[src/rtl/tt_chk_pkg.sv]
// Shared types and constants for the truth-table response checker.
// The MISR constants are used only when TT_CHK_MISR_EN is defined.
package tt_chk_pkg;

  typedef enum logic [1:0] {
    IDLE = 2'd0,
    RUN  = 2'd1,
    DONE = 2'd2
  } state_t;

  // x^16 + x^12 + x^3 + x + 1. The x^16 term is implicit in the shift.
  localparam logic [15:0] MISR_POLY    = 16'h100B;
  localparam logic [15:0] MISR_SEED    = 16'hFFFF;
  localparam int          DEFAULT_N_IN = 4;

endpackage

[src/rtl/tt_misr.sv]
// 16-bit multiple-input signature register.
// It is reseeded on clr, advances on en, and is XOR-loaded with din in the low bits.
module tt_misr
  import tt_chk_pkg::*;
#(
  parameter int DW = 5
) (
  input  logic          clk,
  input  logic          rst,
  input  logic          clr,
  input  logic          en,
  input  logic [DW-1:0] din,
  output logic [15:0]   sig
);

  logic [15:0] r_sig;
  logic [15:0] w_sig_next;

  // Galois form: shift left, fold the polynomial back in on a carry-out, then absorb din.
  always_comb begin
    w_sig_next = {r_sig[14:0], 1'b0} ^ (r_sig[15] ? MISR_POLY : 16'h0000) ^ 16'(din);
  end

  always_ff @(posedge clk) begin
    if (rst || clr) begin
      r_sig <= MISR_SEED;
    end else if (en) begin
      r_sig <= w_sig_next;
    end
  end

  assign sig = r_sig;

endmodule

[config.mk]
export PLATFORM = sky130hd
export DESIGN_NAME = tt_misr
export DESIGN_NICKNAME = d
export VERILOG_FILES = /design/src/rtl/tt_chk_pkg.sv /design/src/rtl/tt_misr.sv
export SDC_FILE = /design/constraint.sdc
export NUM_CORES = 1
export LEC_CHECK = 0
export CAP_MARGIN = 20
export CORE_MARGIN = 2
export CORE_UTILIZATION = 43
export DETAILED_ROUTE_END_ITERATION = 12
export PLACE_DENSITY = 0.76
export SETUP_SLACK_MARGIN = 0.5
export SYNTH_ARGS = -nofsm -noshare
export SYNTH_HDL_FRONTEND = slang
export SYNTH_SLANG_ARGS = --single-unit
[constraint.sdc]
create_clock -name clk -period 1.2 [get_ports clk]
set_input_delay 0.12 -clock clk [delete_from_list [all_inputs] [get_ports clk]]
set_output_delay 0.12 -clock clk [all_outputs]
set_load 0.02 [all_outputs]
# After elaboration in Yosys (flattened, before gate mapping)
# Cells that the tools add are included.
# classes
n_bitwise	2
reduce_logical	1
muxes	1
# op_table
cell	n
XOR 16 x 13 -> 16 bit	1
XOR 16 x 5 -> 16 bit	1
two-way mux 13 bit	1
logical OR 1 bit	1
# word_totals
elab_cells	5
out_inout_bits	16
input_bits	9
ff_bits	16

# Depth between registers and ports, before layout
# Gate-level depths: netlist of run 1.
# depth
depth_word	3
depth_mapped	4
mapped_depth_nobuf	2

# Least setup slack after synthesis of run 1
# No wires, ideal clock.
# synth_timing
kind	register -> register
start	reg r_sig[15] (netlist: sig[15])
end	reg r_sig[1] (netlist: sig[1])
t_required_ps	1121
arrival_time_ps	1095
synth_period_minus_slack_ps	1174
n_path_buf	0
stages_incl_launch_ff	3
path_slack_ps	26
setup_time_ps	79
path_cell_list	dfxtp_1 -> xnor3_1 -> o211ai_1
# synth_between
elab_chain_len	3
# synth_lines
item	line	text
from (decl)	tt_misr.sv:16	logic [15:0] r_sig;
from (signal assigned)	tt_misr.sv:28	r_sig <= w_sig_next;
two-way mux 13 bit	tt_misr.sv:21	w_sig_next = {r_sig[14:0], 1'b0} ^ (r_sig[15] ? MISR_POLY : 16'h0000) ^ 16'(din);
XOR 16 x 13 -> 16 bit	tt_misr.sv:21	
XOR 16 x 5 -> 16 bit	tt_misr.sv:21	
# Every way passes these cells.
# A chain may end at the register's enable or synchronous reset.

# Final worst setup path of run 1
# Ends and elaborated chain as after synthesis.

==> impl_results.md, run 1 <==
- Shortest clock period the worst path allows after layout: ~900 ps
- Cells taking the most area after synthesis: dfxtp_1, mux2i_1, buf_4, o211ai_1, xnor3_1
- FF+latch count, synth: 16
- Ys Warns: 0
- Final hold violation count: 0
- H-tree levels: 1
- Net load switching power: between 200 and 250 uW
- Routing usage on met1: 19.35%
- Total leakage power: between 0.5 and 0.6 nW
- Destination of the worst register-to-register timing path: sig[1]$_SDFFE_PP1P_
- Worst-case hold path end point: sig[6]$_SDFFE_PP1P_
- Cell Rows: 14
- Global placement routability congestion: between 0.7 and 0.8
- Via count of the first global-routing pass: roughly 530
- Number of nets with antenna violations after routing: 0
- First-pass detailed-route iteration total: 2
- Fillers: between 100 and 150
- Worst slew margin relative to its limit: between 80 and 90%
- ANT cells: 0
- RR Startpoint: sig[15]$_SDFFE_PP1P_
- Worst path bufs/invs: 1
- Count of hold-fix buffers inserted at cts: 0
- Area share of the largest cell type after synthesis: between 40% and 50%
- Number of library cell types mapped by synthesis: 12
- Routed WL: about 1400 um
- Initial antenna violation count: 0
- Boundary pin count: 25
- Gr usage total: about 17%
- Fin util: 77.92%
- Drt drc: 0
- Largest register FFs: 16
- Core area: 1541 um^2
- Setup repair after global routing missed its margin: true
- Cell type with the highest aggregate area in the netlist: dfxtp_1
- TritonCTS clock tree: done
- Internal power consumption: a little over 800 uW
- Family of cells with the greatest summed delay on the critical path: flip-flops
- Met3 track demand over resource in global routing: under 10%
- Layout overhead on the synthesized area: 66.96%
- Quantity of I/O buffers inserted on ports: 24
- Synth Instances: 69
- Post-route fraction of the period consumed by the critical path: about 77%
- Global-route wire length before repair: between 2000 and 2500 um
- Estimated wirelength of the detail-placed design: around 940 um
- Busiest metal layer after global routing: met2
- Crit-path max cell delay: 360 ps
- Final standard cell count with taps included and fillers excluded: about 120
- Die Ht: 44.91 um
- Class of the most critical hold timing path: input pin to flip-flop
- Worst-path fanout max: 5
- Switching share of power: between 20% and 30%
- Initial standard-cell utilization of the core: between 40% and 50%
- Largest net degree at the start of global routing: 10
- Total CTS buffers: 3
- Fmax achieved: roughly 1.1 GHz
- Final count of pins violating max slew: 0
- Crit path depth: 3
- Number of sinks on the clock net: 16
- Area of the multi-input gates: around 330 um^2
- Total power divided by cell area: between 800 and 900 nW/um^2
- Clock root buffer: clkbuf_4
- Clock-pin slew on the worst setup and hold paths: around 90 ps
- Fraction of layout instances using a drive strength above 1: 57.28%
- Clock latency of the later-clocked register in the worst-skew pair: 280 ps
- Detailed-route wire length per cell: 12.17 um
- Run status: finished clean
- Critical path required time: around 1400 ps
- Avg Inst Size Synth: about 10 um^2
- Synthesized netlist net count: 78
- Cell count of the worst reg-to-reg path: 3
- Worst min-delay path startpoint: rst
- Ordered cell list for the critical path: buf_6 -> xnor3_1 -> o211ai_1
- Total of max-cap violations: 0
- Portion of total power attributed to the clock network: 32.9%
- Die Outline Area: just over 2000 um^2
- Category of the critical setup timing path: flip-flop to flip-flop
- Cell total after placement: around 100
- Avg Vias per Cell: 4.681
- Cell with the largest stage delay on the worst path: dfxtp_4
- Met2 capacity usage during global routing: a little over a quarter
- Remaining global-route overflow: 0
- X dimension of the die: between 40 and 50 um
- Largest voltage drop on the vdd net: around 0.8 mV
- Sequential cell area fraction in the yosys report: 44.52%
- Number of cells on the worst hold path: 4
- Worst hold slack across all endpoints: 288.7 ps
- Register cell area after layout: between 300 and 400 um^2
- Critical path startpoint category: flip-flop
- Overall via count from detail_route: 557
- Combinational cell fraction of total power: around 16%
- Endpoint type of the worst setup path: flip-flop
- Fin nets: ~110
- Sequential cell fraction of total power: 51.3%
- Arrival time at the worst endpoint: between 1000 and 1500 ps
- Setup slack on the worst flop-to-flop path: ~280 ps
- Largest buffer count on any clock path: 2
- Final setup violation count: 0
- Detailed Route Iter0 Violations: 1
- Measured slew at the worst slew-check pin: roughly 200 ps
- Clk_skew: ~4.4 ps
- Mapped cell area: 719.4 um^2
-- routing by layer --
layer	vias to the layer above	wire length, um
li1	287	-
met1	256	629
met2	12	731
met3	2	60
met4	0	27
met5	-	0
-- worst max path at each step --
stage / from / endpoint / slack (ps)
floorplan: sig[0]$_SDFFE_PP1P_ / sig[1]$_SDFFE_PP1P_ / 310
global placement: en / sig[5]$_SDFFE_PP1P_ / 20
detailed placement: din[1] / sig[1]$_SDFFE_PP1P_ / -4
CTS: sig[0]$_SDFFE_PP1P_ / sig[0] / 280
global route: sig[15]$_SDFFE_PP1P_ / sig[1]$_SDFFE_PP1P_ / 220
finish: sig[15]$_SDFFE_PP1P_ / sig[1]$_SDFFE_PP1P_ / 280
-- power by group through the flow --
stage | Clock (mW) | Combinational [mW] | Sequential [mW]
after floorplan | 0 | 0.0750 | 0.564
after global placement | 0 | 0.136 | 0.558
after detailed placement | 0 | 0.136 | 0.558
after CTS | 0.361 | 0.155 | 0.548
after global routing | 0.394 | 0.179 | 0.550
final | 0.352 | 0.168 | 0.548
-- layout make-up --
class | count | area share (%)
Timing Repair Buffer | 43 | 38.65
Sequential cell | 16 | 28.96
Multi-Input combinational cell | 39 | 27.40
Clock buffer | 4 | 3.021
Tap cell | 16 | 1.667
Inverter | 1 | 0.3125
-- Yosys cell counts --
master	instances
buf_2	1
o211ai_1	6
nand2b_1	6
buf_4	11
nor2_1	1
mux2i_1	10
dfxtp_1	16
inv_1	1
xnor3_1	2
xnor2_1	4
clkbuf_1	1
nand2_1	10
-- cells by family (layout without fill, tap and decap cells) --
logic type | count (synthesis) | in the layout | share of synthesized area, %
AND/OR/NAND/NOR | 17 | 17 | 10.96
flip-flops | 16 | 16 | 44.52
buffers and inverters | 14 | 48 | 13.22
multiplexers | 10 | 10 | 13.91
AO/OA/AOI/OAI | 6 | 6 | 6.260
XOR/XNOR | 6 | 6 | 11.13
-- through the flow --
stage               setup WS, ps  setup TNS, ps  area, um^2  total power [mW]
finish                     280.6              0        1201             1.068
global route               217.7              0        1201             1.122
CTS                        275.7              0        1152             1.064
detailed placement        -4.288         -4.288       938.4            0.6946
global placement           20.43              0       938.4            0.6937
floorplan                  311.9              0       735.7            0.6393
-- timing repair --
item,in CTS,in global routing
endpoints found under the setup margin,32,32
pin swaps,12,9
setup buffers,12,2
gates resized for setup,124,7
gates cloned,0,0
-- worst min-delay path, cell delays in order --
cell	delay [ps]
dlygate4sd2_1	210
nor2_2	50
buf_6	120
nand2_1	50
-- placed cells by master, fill, tap and decap left out --
cell             count
o211ai_1             6
nand2_1             10
buf_4                2
inv_1                1
xnor3_1              2
clkbuf_8             1
buf_6               33
nor2_2               1
clkbuf_4             3
xnor2_2              2
xnor2_1              2
dfxtp_2             13
clkdlybuf4s50_1      6
nand2b_4             1
mux2i_1             10
dlygate4sd2_1        2
dfxtp_4              3
nand2b_1             5
Power figures use the tool's default switching activity.
==> run 2: changes to the inputs <==
- clock period: 1.2 -> 0.9 ns (I/O delays scaled with it)
==> impl_results.md, run 2 (same netlist as run 1, synthesis figures left out) <==
- Run status: complete, but fails checks
- Violated checks: negative setup slack
- TritonCTS clock tree: done
- Final hold violation count: 0
- Drt drc: 0
- Largest register FFs: 16
- Sequential cell fraction of total power: approximately half
- Cell area after placement: around 1100 um^2
- Routed WL: about 1400 um
- Family of cells with the greatest summed delay on the critical path: flip-flops
- Setup slack of the critical path after layout: -93.02 ps
- Buffers inserted during post-CTS setup optimization: 0
- Via count of the first global-routing pass: 532
- Cell with the largest stage delay on the worst path: dfxtp_4
- Global-route wire length before repair: between 2000 and 2500 um
- Number of nets with antenna violations after routing: 0
- Final standard cell count with taps included and fillers excluded: around 120
- Largest voltage drop on the vdd net: about 0.9 mV
- Leading cell types in the layout, fill and taps excluded: buf_6, dfxtp_2, mux2i_1, nand2_1, clkdlybuf4s50_1
- Detailed Route Iter0 Violations: 6
- Cell Rows: 14
- Crit-path max cell delay: between 300 and 400 ps
- Shortest clock period the worst path allows after layout: around 990 ps
- Avg Vias per Cell: 4.739
- Portion of total power attributed to the clock network: between 30% and 40%
- Final count of pins violating max slew: 0
- Endpoint type of the worst setup path: flip-flop
- Metal1 wirelength: about 620 um
- Total power divided by cell area: about 1200 nW/um^2
- Fraction of layout instances using a drive strength above 1: between 50% and 60%
- Layout overhead on the synthesized area: 72.35%
- Commonest non-fill, non-tap cell in the layout: buf_6
- Boundary pin count: 25
- Critical path required time: 1100 ps
- Measured slew at the worst slew-check pin: between 150 and 200 ps
- ANT cells: 0
- Fin util: around 80%
- Net load switching power: approximately 320 uW
- Cell total after placement: ~110
- Die Outline Area: roughly 2000 um^2
- Initial standard-cell utilization of the core: a little under half
- Clk_skew: about 0.74 ps
- Estimated wirelength of the detail-placed design: between 900 and 1000 um
- Fin nets: about 110
- Class of the most critical hold timing path: input pin to flip-flop
- Clock root buffer: clkbuf_4
- Arrival time at the worst endpoint: approximately 1200 ps
- Total power: ~1.4 mW
- Total CTS buffers: 3
- Gr usage total: 15.53%
- Highest signal layer in the routed design: met4
- Quantity of I/O buffers inserted on ports: 24
- Total of max-cap violations: 0
- Switching share of power: around 22%
- Count of hold-fix buffers inserted at cts: 0
- X dimension of the die: ~45 um
- Met3 layer wire length in the routed design: about 50 um
- Post-route fraction of the period consumed by the critical path: 110.3%
- Worst-path fanout max: 2
- Core area: about 1500 um^2
- Internal power consumption: 1.118 mW
- Total leakage power: 0.5593 nW
- Met2 WL: 733 um
- Global placement routability congestion: approximately 0.72
- Clock-pin slew on the worst setup and hold paths: ~90 ps
- Worst setup timing slack at the placement stage: -280.4 ps
- Ordered cell list for the critical path: buf_6 -> xnor3_1 -> o211ai_1
- Largest buffer count on any clock path: 2
- First-pass detailed-route iteration total: 4
- Clock latency of the later-clocked register in the worst-skew pair: between 200 and 300 ps
- Fmax achieved: approximately 1.0 GHz
- Setup repair after global routing missed its margin: true
- Initial antenna violation count: 0
- Worst path bufs/invs: 1
- Overall via count from detail_route: about 560
- Critical path startpoint category: flip-flop
- H-tree levels: 1
- Layout Cell Area excl Fill: about 1200 um^2
- Die Ht: between 40 and 50 um
- Combinational cell fraction of total power: 17.2%
- Final setup violation count: 2
- Worst slew margin relative to its limit: 89.18%
- Category of the critical setup timing path: flip-flop to flip-flop
- Remaining global-route overflow: 0
- Largest net degree at the start of global routing: 17
- Number of sinks on the clock net: 16
- Detailed-route wire length per cell: 11.85 um
==> run 2: through the flow <==
step	TNS (ps)	hold WS [ps]
2_1_floorplan	0	269.4
3_3_place_gp	-5305	505.5
3_5_place_dp	-5434	516.2
4_1_cts	-143.9	384.3
5_1_grt	-247.3	405.6
6_report	-111.2	393.5
==> run 2: cell type report <==
type,count,area (um^2)
flip-flops and latches,16,350.3
fillers,99,301.5
inverters,1,7.507
multi-input cells,39,329.1
well taps,16,20.02
clock buffers,4,36.28
repair buffers,43,496.7
==> run 2: routing by layer <==
metal	vias to the layer above	global-route usage (%)
met5	-	0
met4	0	7.059
met3	2	2.400
met2	11	24.64
met1	261	20.85
li1	290	-
==> run 2: worst min-delay path, cell delays in order <==
cell	delay [ps]
dlygate4sd2_1	270
buf_12	160
mux2i_1	70
nand2_1	50
==> run 2: final timing paths <==
path / slack [ps] / cells after the start / from / to
setup reg to reg: -90 / 3 / sig[0]$_SDFFE_PP1P_ / sig[1]$_SDFFE_PP1P_
setup / recovery: -90 / 3 / sig[0]$_SDFFE_PP1P_ / sig[1]$_SDFFE_PP1P_
hold / removal: 390 / 4 / en / sig[11]$_SDFFE_PP1P_
hold reg to reg: 550 / 2 / sig[2]$_SDFFE_PP1P_ / sig[2]$_SDFFE_PP1P_
==> run 2: power by group through the flow <==
stage                     logic, mW  clock network (mW)  registers [mW]
after floorplan               0.103                   0           0.751
after global routing          0.263               0.513           0.728
after global placement        0.202                   0           0.738
final                         0.247               0.462           0.726
after detailed placement      0.204                   0           0.738
after CTS                     0.238               0.494           0.726
==> run 2: what timing repair did <==
item	4_1_cts	5_1_grt
setup endpoints to repair	32	32
cloned	1	1
resized for setup	114	7
pin swaps	4	8
